<file path="config.mk">
export PLATFORM = sky130hd
export DESIGN_NAME = mem_access_unit
export DESIGN_NICKNAME = d
export VERILOG_FILES = /design/src/rtl/mem_access_unit.sv
export SDC_FILE = /design/constraint.sdc
export NUM_CORES = 1
export LEC_CHECK = 0
export CAP_MARGIN = 20
export CELL_PAD_IN_SITES_DETAIL_PLACEMENT = 0
export CELL_PAD_IN_SITES_GLOBAL_PLACEMENT = 1
export CORE_MARGIN = 8
export CORE_UTILIZATION = 31
export CTS_CLUSTER_SIZE = 25
export DETAILED_ROUTE_END_ITERATION = 12
export PLACE_DENSITY = 0.86
export SYNTH_ARGS = -nofsm -noshare
export SYNTH_HDL_FRONTEND = slang
export SYNTH_SLANG_ARGS = --single-unit
export TNS_END_PERCENT = 30
</file>
<file path="constraint.sdc">
create_clock -name clk -period 4.15 [get_ports clk]
set_input_delay 0.415 -clock clk [delete_from_list [all_inputs] [get_ports clk]]
set_output_delay 0.415 -clock clk [all_outputs]
set_load 0.1 [all_outputs]
</file>
<file path="src/rtl/mem_access_unit.sv">
// Memory-stage access unit: decodes EXM load/store, runs a single-outstanding
// request/response handshake with the data cache, and returns the extended load value.
module mem_access_unit (
    input  logic         clk,
    input  logic         resetn,
    input  logic [102:0] es_to_ms_bus,
    output logic [33:0]  ms_to_es_bus,
    input  logic         ws_ready,
    output logic         data_req,
    output logic         data_wr,
    output logic [1:0]   data_size,
    output logic [31:0]  data_addr,
    output logic [3:0]   data_wstrb,
    output logic [31:0]  data_wdata,
    input  logic         data_addr_ok,
    input  logic         data_data_ok,
    input  logic [31:0]  data_rdata
);
    localparam int unsigned DW = 32;

    localparam logic [1:0] S_IDLE = 2'd0;
    localparam logic [1:0] S_REQ  = 2'd1;
    localparam logic [1:0] S_WAIT = 2'd2;
    localparam logic [1:0] S_DONE = 2'd3;

    localparam logic [1:0] SZ_BYTE = 2'd0;
    localparam logic [1:0] SZ_HALF = 2'd1;
    localparam logic [1:0] SZ_WORD = 2'd2;

    logic [DW-1:0] bus_addr, bus_wdata, bus_pc;
    logic          bus_uns, bus_we, bus_re;
    logic [3:0]    bus_bw;

    assign bus_addr  = es_to_ms_bus[102:71];
    assign bus_uns   = es_to_ms_bus[70];
    assign bus_we    = es_to_ms_bus[69];
    assign bus_re    = es_to_ms_bus[68];
    assign bus_bw    = es_to_ms_bus[67:64];
    assign bus_wdata = es_to_ms_bus[63:32];
    assign bus_pc    = es_to_ms_bus[31:0];

    logic unused_pc;
    assign unused_pc = ^bus_pc;

    logic [1:0]    state_q, state_d;
    logic [DW-1:0] addr_q, addr_d;
    logic [1:0]    size_q, size_d;
    logic          wr_q, wr_d;
    logic [3:0]    wstrb_q, wstrb_d;
    logic [DW-1:0] wdata_q, wdata_d;
    logic          uns_q, uns_d;
    logic [DW-1:0] result_q, result_d;

    // Width decode and alignment check on the live bus
    logic          is_byte, is_half, is_word, access, excp_ale;
    logic [1:0]    size_c;
    logic [3:0]    strb_c;
    logic [DW-1:0] wrep_c;

    always_comb begin
        is_byte  = (bus_bw == 4'b0001);
        is_half  = (bus_bw == 4'b0010);
        is_word  = ~is_byte & ~is_half;
        access   = bus_we | bus_re;
        excp_ale = access & ((is_half & bus_addr[0]) | (is_word & (bus_addr[1:0] != 2'b00)));
        size_c   = is_byte ? SZ_BYTE : (is_half ? SZ_HALF : SZ_WORD);
        if (is_byte) begin
            strb_c = 4'b0001 << bus_addr[1:0];
            wrep_c = {4{bus_wdata[7:0]}};
        end else if (is_half) begin
            strb_c = bus_addr[1] ? 4'b1100 : 4'b0011;
            wrep_c = {2{bus_wdata[15:0]}};
        end else begin
            strb_c = 4'b1111;
            wrep_c = bus_wdata;
        end
    end

    // Load lane extraction from the captured access; stores return zero
    logic [7:0]    ld_byte;
    logic [15:0]   ld_half;
    logic [DW-1:0] ld_val;

    always_comb begin
        ld_byte = 8'(data_rdata >> {addr_q[1:0], 3'b000});
        ld_half = addr_q[1] ? data_rdata[31:16] : data_rdata[15:0];
        case (size_q)
            SZ_BYTE: ld_val = uns_q ? {24'h0, ld_byte} : {{24{ld_byte[7]}}, ld_byte};
            SZ_HALF: ld_val = uns_q ? {16'h0, ld_half} : {{16{ld_half[15]}}, ld_half};
            default: ld_val = data_rdata;
        endcase
        if (wr_q) ld_val = '0;
    end

    always_comb begin
        state_d  = state_q;
        addr_d   = addr_q;
        size_d   = size_q;
        wr_d     = wr_q;
        wstrb_d  = wstrb_q;
        wdata_d  = wdata_q;
        uns_d    = uns_q;
        result_d = result_q;
        case (state_q)
            S_IDLE: begin
                if (access && !excp_ale) begin
                    state_d = S_REQ;
                    addr_d  = bus_addr;
                    size_d  = size_c;
                    wr_d    = bus_we;
                    wstrb_d = bus_we ? strb_c : 4'b0000;
                    wdata_d = wrep_c;
                    uns_d   = bus_uns;
                end
            end
            S_REQ: begin
                if (data_addr_ok) begin
                    if (data_data_ok) begin
                        state_d  = S_DONE;
                        result_d = ld_val;
                    end else begin
                        state_d = S_WAIT;
                    end
                end
            end
            S_WAIT: begin
                if (data_data_ok) begin
                    state_d  = S_DONE;
                    result_d = ld_val;
                end
            end
            default: begin
                if (ws_ready) state_d = S_IDLE;
            end
        endcase
    end

    always_ff @(posedge clk) begin
        if (!resetn) begin
            state_q  <= S_IDLE;
            addr_q   <= '0;
            size_q   <= '0;
            wr_q     <= 1'b0;
            wstrb_q  <= '0;
            wdata_q  <= '0;
            uns_q    <= 1'b0;
            result_q <= '0;
        end else begin
            state_q  <= state_d;
            addr_q   <= addr_d;
            size_q   <= size_d;
            wr_q     <= wr_d;
            wstrb_q  <= wstrb_d;
            wdata_q  <= wdata_d;
            uns_q    <= uns_d;
            result_q <= result_d;
        end
    end

    logic          dcache_ok;
    logic [DW-1:0] mem_result;

    assign dcache_ok  = ((state_q == S_IDLE) && (!access || excp_ale)) || (state_q == S_DONE);
    assign mem_result = (state_q == S_DONE) ? result_q : '0;

    assign ms_to_es_bus = {excp_ale, dcache_ok, mem_result};
    assign data_req     = (state_q == S_REQ);
    assign data_wr      = wr_q;
    assign data_size    = size_q;
    assign data_addr    = addr_q;
    assign data_wstrb   = wstrb_q;
    assign data_wdata   = wdata_q;
endmodule

</file>
### Word level (Yosys, flattened, before mapping)

Index checks and enable logic that the tools add are counted.

* reductions and logical operators: 14
* equal/unequal tests: 9
* shift operators: 2
* bitwise operators: 8
* multiplexer cells: 23

Operator list (number)
* $mux 32: 8
* $pmux 32 s2: 2
* $shr 32x5->8: 1
* $mux 16: 1
* $mux 4: 4
* $mux 2: 6
* $pmux 2 s3: 1
* $and 1x1->1: 4
* $eq 2x1->1 const B: 2
* $eq 2x2->1 const B: 2
* $eq 4x1->1 const B: 1
* $eq 4x2->1 const B: 1
* $logic_not 2->1: 2
* $ne 2x2->1 const B: 2
* $reduce_and 2->1: 2
* $reduce_and 4->1: 1
* $reduce_bool 2->1: 2
* $reduce_bool 4->1: 1
* $shl 1x2->4 const A: 1
* $logic_and 1x1->1: 2
* $logic_not 1->1: 2
* $logic_or 1x1->1: 2
* $ne 2x1->1 const B: 1
* $not 1->1: 2
* other kinds (2): 3

* output and inout bits: 106
* input bits: 140
* bits in registers: 106

### Logic depth before layout (Yosys ltp)

Gate-level depths: netlist of the first run.

* depth after elaboration: 10
* mapped depth: 8
* gate-level depth less buffers: 6

### Worst setup path after synthesis of the first run

No wires, ideal clock.

* path type: reg-to-reg
* from: reg state_q[1]
* to: reg result_q[14]
* required time: 4.028 ns
* path buffers: 1
* setup time: 0.122 ns
* arrival: 2.476 ns
* slack: 1.552 ns
* cell stages (with the launch flop): 8
* path through: dfxtp_1 > inv_1 > ha_1 > mux2_2 > nand4b_1 > clkbuf_1 > a2111oi_0 > a221o_1

* cells in the longest elaborated chain, start to end: 3
* elaborated cells on any way between the ends: 6

Ends and longest elaborated chain
* from (decl): line 45 `logic [1:0] state_q, state_d;`
* from (signal assigned): line 149 `state_q <= state_d;`
* $eq 2x1->1 *
* named net data_req: line 9 `output logic data_req,`
* $ne 2x1->1 (no source line) / $reduce_bool 2->1 (equally long branches)
* $reduce_and 2->1 (no source line)
* to (signal assigned): line 156 `result_q <= result_d;`
* to (decl): line 52 `logic [DW-1:0] result_q, result_d;`

Mark *: on every way through the listed nets, which the timed path passes. The rest lies on a longest branch.
A chain may end at the register's enable or synchronous reset.

### Worst setup path after layout of the first run

* from: in es_to_ms_bus[67]
* to: out ms_to_es_bus[32]

* cells in the longest elaborated chain, start to end: 9
* elaborated cells on any way between the ends: 12

Ends and longest elaborated chain
* from (decl): line 6 `input logic [102:0] es_to_ms_bus,`
* $eq 4x1->1 / $eq 4x2->1 (equally long branches): line 61, 62
* $not 1->1: line 63 `is_word = ~is_byte & ~is_half;`
* $and 1x1->1: line 63
* $and 1x1->1: line 65 `excp_ale = access & ((is_half & bus_addr[0]) | (is_word & (bus_addr[1:0] != 2'b00)));`
* $or 1x1->1 *: line 65
* $and 1x1->1 *: line 65
* $logic_or 1x1->1 *: line 163 `assign dcache_ok = ((state_q == S_IDLE) && (!access || excp_ale)) || (state_q == S_DONE);`
* $logic_and 1x1->1 *: line 163
* $logic_or 1x1->1 *: line 163
* to (decl): line 7 `output logic [33:0] ms_to_es_bus,`

Every way passes the cells marked *; elsewhere a longest branch is shown, timed or not.

==> flow_summary.yaml, run 1 <==
place:
  pre_cts_slack_ps: 724
  place.gp.congestion: 0.790
  hpwl_um: 13600
  port_buffers: 213
power:
  p_sw_mw: 1.84
  leakage_nw: 2.82
  pwr-share-comb_pct: 45.7
  seqPwrFrac_pct: 30.4
  clockPowerShare_pct: 23.9
  intPower_mw: 2.24
  peakVddDrop_mv: 0.347
  p_per_area_nw_per_um2: 530
  swShare_pct: 45.1
clock_tree:
  htree_levels: 3
  cts.sinks: 106
  cts_resized: 0
  numCtsBuffers: 9
  tritoncts: "built"
  post_cts_buffers: 0
  clk_path_buf_depth: 2
  clk-insertion-delay-late_ps: 360
  clkTransAtPathRegs_ps: 70
  cts_hold_buf: 0
  cts_root_buf: "clkbuf_16"
logic_synthesis:
  synth.net_count: 740
  ys_types: 46
  synth_xor_area_share_pct: 0
  synthAdderAreaFrac_pct: 1.22
  netlist_area_um2: 5150
  synth-compound-area-share_pct: 25.9
  ys_top_cells_by_count: "dfxtp_1 (106), a21oi_1 (93), o21ai_0 (77)"
  synthMuxAreaShare_pct: 8.55
  ys_warn_count: 0
  yosysMostFrequentCell: "dfxtp_1"
  async_reset_ff_share_pct: 0
  syn_inst: 595
  seq_area_frac_synth_pct: 41.2
  ys_ff_latch: 106
  synth_top_area_share_pct: 41.2
  synth.area.top_cells: "dfxtp_1 (41%), a21oi_1 (9.0%), o21ai_0 (7.5%), and2_1 (4.7%), nand3_1 (4.4%)"
  synth-edff-count: 0
  synth-simple-area-share_pct: 16.5
  syn_area_per_cell_um2: 8.65
  synth_top_family_by_area: "compound AO/OA/AOI/OAI gates"
  ys.flop_type: "dfxtp_1"
  yosysTopAreaCell: "dfxtp_1"
global_routing:
  track_usage_pct: 18.0
  grt_overflow: 0
  grt_max_degree: 62
  antenna_found_initial: 0
  grt_pass1_vias: 5029
  grt_first_pass_wirelength_um: 29200
detailed_routing:
  drc: 0
  first_pass_iters: 4
  routed_wirelength_um: 19200
  wl_per_cell_um: 19.1
  first_iter_violations: 234
  vias: 5238
  ant_nets: 0
  vias_per_cell: 5.22
worst_setup_path:
  cpMaxStageDelayCell: "or4b_1"
  cp_num_buf_inv: 3
  critPathMaxStageDelay_ps: 900
  crit_family: "simple AND/OR/NAND/NOR gates"
  r2r_setup_slack_ps: 1820
  crit_chain: "clkdlybuf4s50_1 -> or4b_1 -> o211a_1 -> buf_4 -> o21ai_0 -> nand2b_1 -> buf_12"
  endpoint_kind: "output pin"
  arrival_ps: 2800
  crit_fanout: 19
  crit_path_start_kind: "input port"
  required_ps: 3730
  path_class: "input port to output pin"
layout:
  area_delta_synth_final_pct: 49.7
  num_antenna_cells: 0
  nNetsFinal: 924
  fill_cells: 1622
  drive_gt1_share_pct: 12.5
floorplanning:
  core_area_um2: 16400
  die_x_um: 145
  die-height_um: 145
  start_util_pct: 31.4
  rows: 47
  fp.dieArea_um2: 21000
  pin_count: 246
timing:
  finalSetupViolCount: 0
  worstMarginPinSlew_ps: 1070
  fin_skew_ps: 11.3
  drv_slew: 0
  period_share_pct: 77.5
  hold_violations: 0
  final.setup.worst_slack_ps: 934
  final.min_clock_period_ps: 3220
  rsz0062_at_grt: "false"
  fin_tns_setup_ps: 0
  timing.fmax_ghz: 0.311
  relSlewSlack_pct: 28.1
status:
  run_status: "finished, final reports clean"
hold_path:
  hp-class: "flop to flop"
job:
  drv_cap: 0
stage by stage:
step / hold slack [ps] / power, mW / std cells / instance area [um2] / util [%]
6_report: 448 / 4.09 / 1004 / 7710 / 47.0
5_1_grt: 478 / 4.27 / 1004 / 7710 / 47.0
4_1_cts: 452 / 4.11 / 1001 / 7650 / 46.6
3_5_place_dp: 435 / 3.12 / 985 / 7320 / 44.6
3_3_place_gp: 426 / 3.12 / 985 / 7320 / 44.6
2_1_floorplan: 417 / 2.59 / 595 / 5150 / -
worst register-to-register path: cells and delay by family (launching register included):
kind | cells | cell delay [ps]
mux | 1 | 580
flops | 1 | 320
compound gates | 2 | 770
simple gates | 1 | 230
buf+inv | 1 | 300
power by group through the flow:
| stage | Sequential [mW] | Combinational (mW) | Clock [mW] |
|---|---|---|---|
| after floorplan | 1.93 | 0.666 | 0 |
| after global placement | 1.26 | 1.86 | 0 |
| after detailed placement | 1.26 | 1.86 | 0 |
| after CTS | 1.24 | 1.87 | 0.999 |
| after global routing | 1.26 | 1.97 | 1.04 |
| final | 1.24 | 1.87 | 0.977 |
per-layer routing:
| layer | vias up | track usage, % | share of wire (%) |
|---|---|---|---|
| met4 | 0 | 5.64 | 1.6 |
| met1 | 2462 | 22.8 | 41 |
| met3 | 18 | 6.69 | 12 |
| met2 | 218 | 27.7 | 46 |
| met5 | - | 0 | 0 |
| li1 | 2540 | - | - |
registers in the layout, summed over array words and instances, names as in the netlist:
name / count
result_q: 32
data_addr: 32
data_wstrb: 4
uns_q: 1
data_wdata: 32
data_wr: 1
state_q: 2
data_size: 2
placed cells by master (no fill, tap or decap), types with 3 or more instances in the layout:
cell             instances
mux2_2                   8
nor2b_1                  3
ha_1                     5
nand3_1                 45
clkdlybuf4s50_1        179
inv_1                    4
nor2_1                   5
buf_4                   48
nand2b_1                 3
nand2_1                 50
nor4_1                   3
a221o_1                  7
a21oi_1                 92
clkbuf_16                9
o21ai_0                 77
and2_1                  39
a211oi_2                 4
a2111oi_0                7
inv_6                    3
a311oi_1                 9
dfxtp_1                106
mux2i_1                 17
a211oi_1                 5
mux4_2                   8
o22ai_1                 13
path summary, 6_finish.rpt:
path                     from               end  cells after the start
max          es_to_ms_bus[67]  ms_to_es_bus[32]                      7
min               result_q[6]       result_q[6]                      2
max reg2reg      data_addr[1]      result_q[19]                      5
min reg2reg       result_q[6]       result_q[6]                      2
cell families after synthesis:
kind of cell	count (synthesis)
AO/OA/AOI/OAI	227
AND/OR/NAND/NOR	160
flip-flops	106
buffers and inverters	64
multiplexers	33
adder cells (fa/ha/maj)	5
layout make-up:
type	instances	area, um2	area share, %
timing repair buffer	231	2230	28.9
inverter	6	22.5	0.292
clock inverter	6	95.1	1.23
clock buffer	10	239	3.10
multi-input combinational	425	2720	35.3
tap	220	275	3.57
sequential	106	2120	27.5
No activity file was read; power rests on OpenSTA's default activity.
==> run 2, diff against run 1 <==
CORE_UTILIZATION = 26   (was 31)
PLACE_DENSITY = 0.77   (was 0.86)
clock period = 2.9 ns   (was 4.15 ns; I/O delays follow)
==> run 2 against run 1 <==
Global-route usage fell by 2.1 points. Setup slack got worse by 680 ps. Via count rose by 0.46%. Clock skew fell by 2.7 ps. Cell count rose by 5.6%.
==> flow_summary.yaml, run 2 (synthesis gave the netlist of run 1 again) <==
power:
  leakage_nw: 3.01
  peakVddDrop_mv: 0.429
  power.total_mw: 5.79
  p_per_area_nw_per_um2: 755
worst_setup_path:
  arrival_ps: 2360
  required_ps: 2610
  r2r-end: "result_q[13]"
  r2r_setup_slack_ps: 810
  rr_worst_depth: 7
  startpoint: "es_to_ms_bus[65]"
  crit_chain: "clkdlybuf4s50_1 -> or4b_1 -> o211ai_4 -> nor2_1 -> buf_12"
  endpoint: "ms_to_es_bus[33]"
  reg2reg_from: "state_q[1]"
  critPathMaxStageDelay_ps: 540
  crit_path_start_kind: "input port"
  crit_family: "buffers and inverters"
  cp_num_buf_inv: 2
  path_depth: 5
  endpoint_kind: "output pin"
  path_class: "input port to output pin"
  cpMaxStageDelayCell: "clkdlybuf4s50_1"
  crit_fanout: 16
clock_tree:
  htree_levels: 3
  cts_resized: 0
  cts_root_buf: "clkbuf_16"
  clk-insertion-delay-late_ps: 360
  clkTransAtPathRegs_ps: 80
  numCtsBuffers: 9
  cts.sinks: 106
  post_cts_buffers: 0
  tritoncts: "built"
  clk_path_buf_depth: 2
  cts_hold_buf: 0
timing:
  drv_slew: 0
  timing.fmax_ghz: 0.378
  fin_skew_ps: 8.62
  final.min_clock_period_ps: 2650
  hold_violations: 0
  worstMarginPinSlew_ps: 1010
  relSlewSlack_pct: 32.4
  finalSetupViolCount: 0
  holdWs_ps: 447
  period_share_pct: 91.3
  rsz0062_at_grt: "false"
  fin_tns_setup_ps: 0
  final.setup.worst_slack_ps: 253
place:
  placed_cell_area_um2: 7340
  port_buffers: 213
  hpwl_um: 14500
  place.gp.congestion: 0.757
  pre_cts_slack_ps: 231
global_routing:
  grt_pass1_vias: 5305
  grt_max_degree: 40
  track_usage_pct: 15.9
  grt_overflow: 0
  grt_first_pass_wirelength_um: 30400
  antenna_found_initial: 0
detailed_routing:
  vias_per_cell: 4.96
  routed_wirelength_um: 19900
  drc: 0
  vias: 5262
  ant_nets: 0
  wl_per_cell_um: 18.8
  first_pass_iters: 4
  first_iter_violations: 319
floorplanning:
  start_util_pct: 26.5
  rows: 51
  pin_count: 246
  fp.dieArea_um2: 24600
  die_x_um: 157
  core_area_um2: 19500
  die-height_um: 157
hold_path:
  hp-class: "flop to flop"
status:
  run_status: "finished, final reports clean"
layout:
  area_delta_synth_final_pct: 48.9
  nNetsFinal: 935
  layout_common_cells: "buf_4 (130), clkdlybuf4s50_1 (107), dfxtp_1 (106), a21oi_1 (92), o21ai_0 (77)"
  layout_commonest_cell: "buf_4"
  fill_cells: 2014
  seqCellArea_um2: 2120
  multiInputGateArea_um2: 2720
  num_antenna_cells: 0
  drive_gt1_share_pct: 22.8
  final_area_um2: 7670
job:
  drv_cap: 0
[run 2: changes by cell type in the layout (fill, tap and decap cells not counted), sizes merged]
cell,change
buf,+84
clkdlybuf4s50,-72
clkbuf,-2
clkinv,+2
bufinv,-1
[run 2: routing by layer]
| layer | track usage [%] | routed length, um | up-vias |
|---|---|---|---|
| met5 | 0 | 0 | - |
| met4 | 4.21 | 293 | 0 |
| met3 | 6.32 | 1810 | 19 |
| met2 | 25.8 | 9190 | 196 |
| met1 | 19.2 | 8620 | 2488 |
| li1 | - | - | 2559 |
[run 2: worst min path at each step]
stage	start	end	slack [ps]	cells past startpoint
floorplan	result_q[0]	result_q[0]	420	2
global placement	result_q[0]	result_q[0]	430	2
CTS	result_q[21]	result_q[21]	450	2
finish	result_q[0]	result_q[0]	450	2
global route	result_q[19]	result_q[19]	480	2
detailed placement	result_q[0]	result_q[0]	430	2
[run 2: worst register-to-register path, stage by stage (launching register included)]
cell	delay (ps)
dfxtp_1	410
inv_1	80
ha_1	240
mux2_2	270
nand4b_1	150
buf_4	210
nor2_1	440
a221o_1	240
[run 2: stage by stage]
| step | std cells | utilization, % |
|---|---|---|
| CTS | 1059 | 39.4 |
| global route | 1060 | 39.4 |
| global placement | 1043 | 37.7 |
| floorplan | 595 | - |
| detailed placement | 1043 | 37.7 |
| finish | 1060 | 39.4 |
[run 2: power breakdown]
group          leakage, nW  switching, mW  internal [mW]  total [mW]
sequential           0.863          0.116           1.66        1.78
combinational         1.99           1.93          0.750        2.68
clock                0.157          0.633          0.697        1.33
[run 2: final cells by class]
cell class / count / area share [%]
multi-input cells: 425 / 35.5
well taps: 265 / 4.32
clock inverters: 7 / 1.24
inverters: 6 / 0.294
repair buffers: 242 / 28.0
flip-flops and latches: 106 / 27.7
clock buffers: 9 / 2.94
==> run 3, diff against run 2 <==
CTS_BUF_LIST = sky130_fd_sc_hd__clkbuf_16   (was unset)
SKIP_LAST_GASP = 1   (was unset)
==> results of run 3 <==
Same layout as run 2: the final DEF is identical, and so are final timing and power.
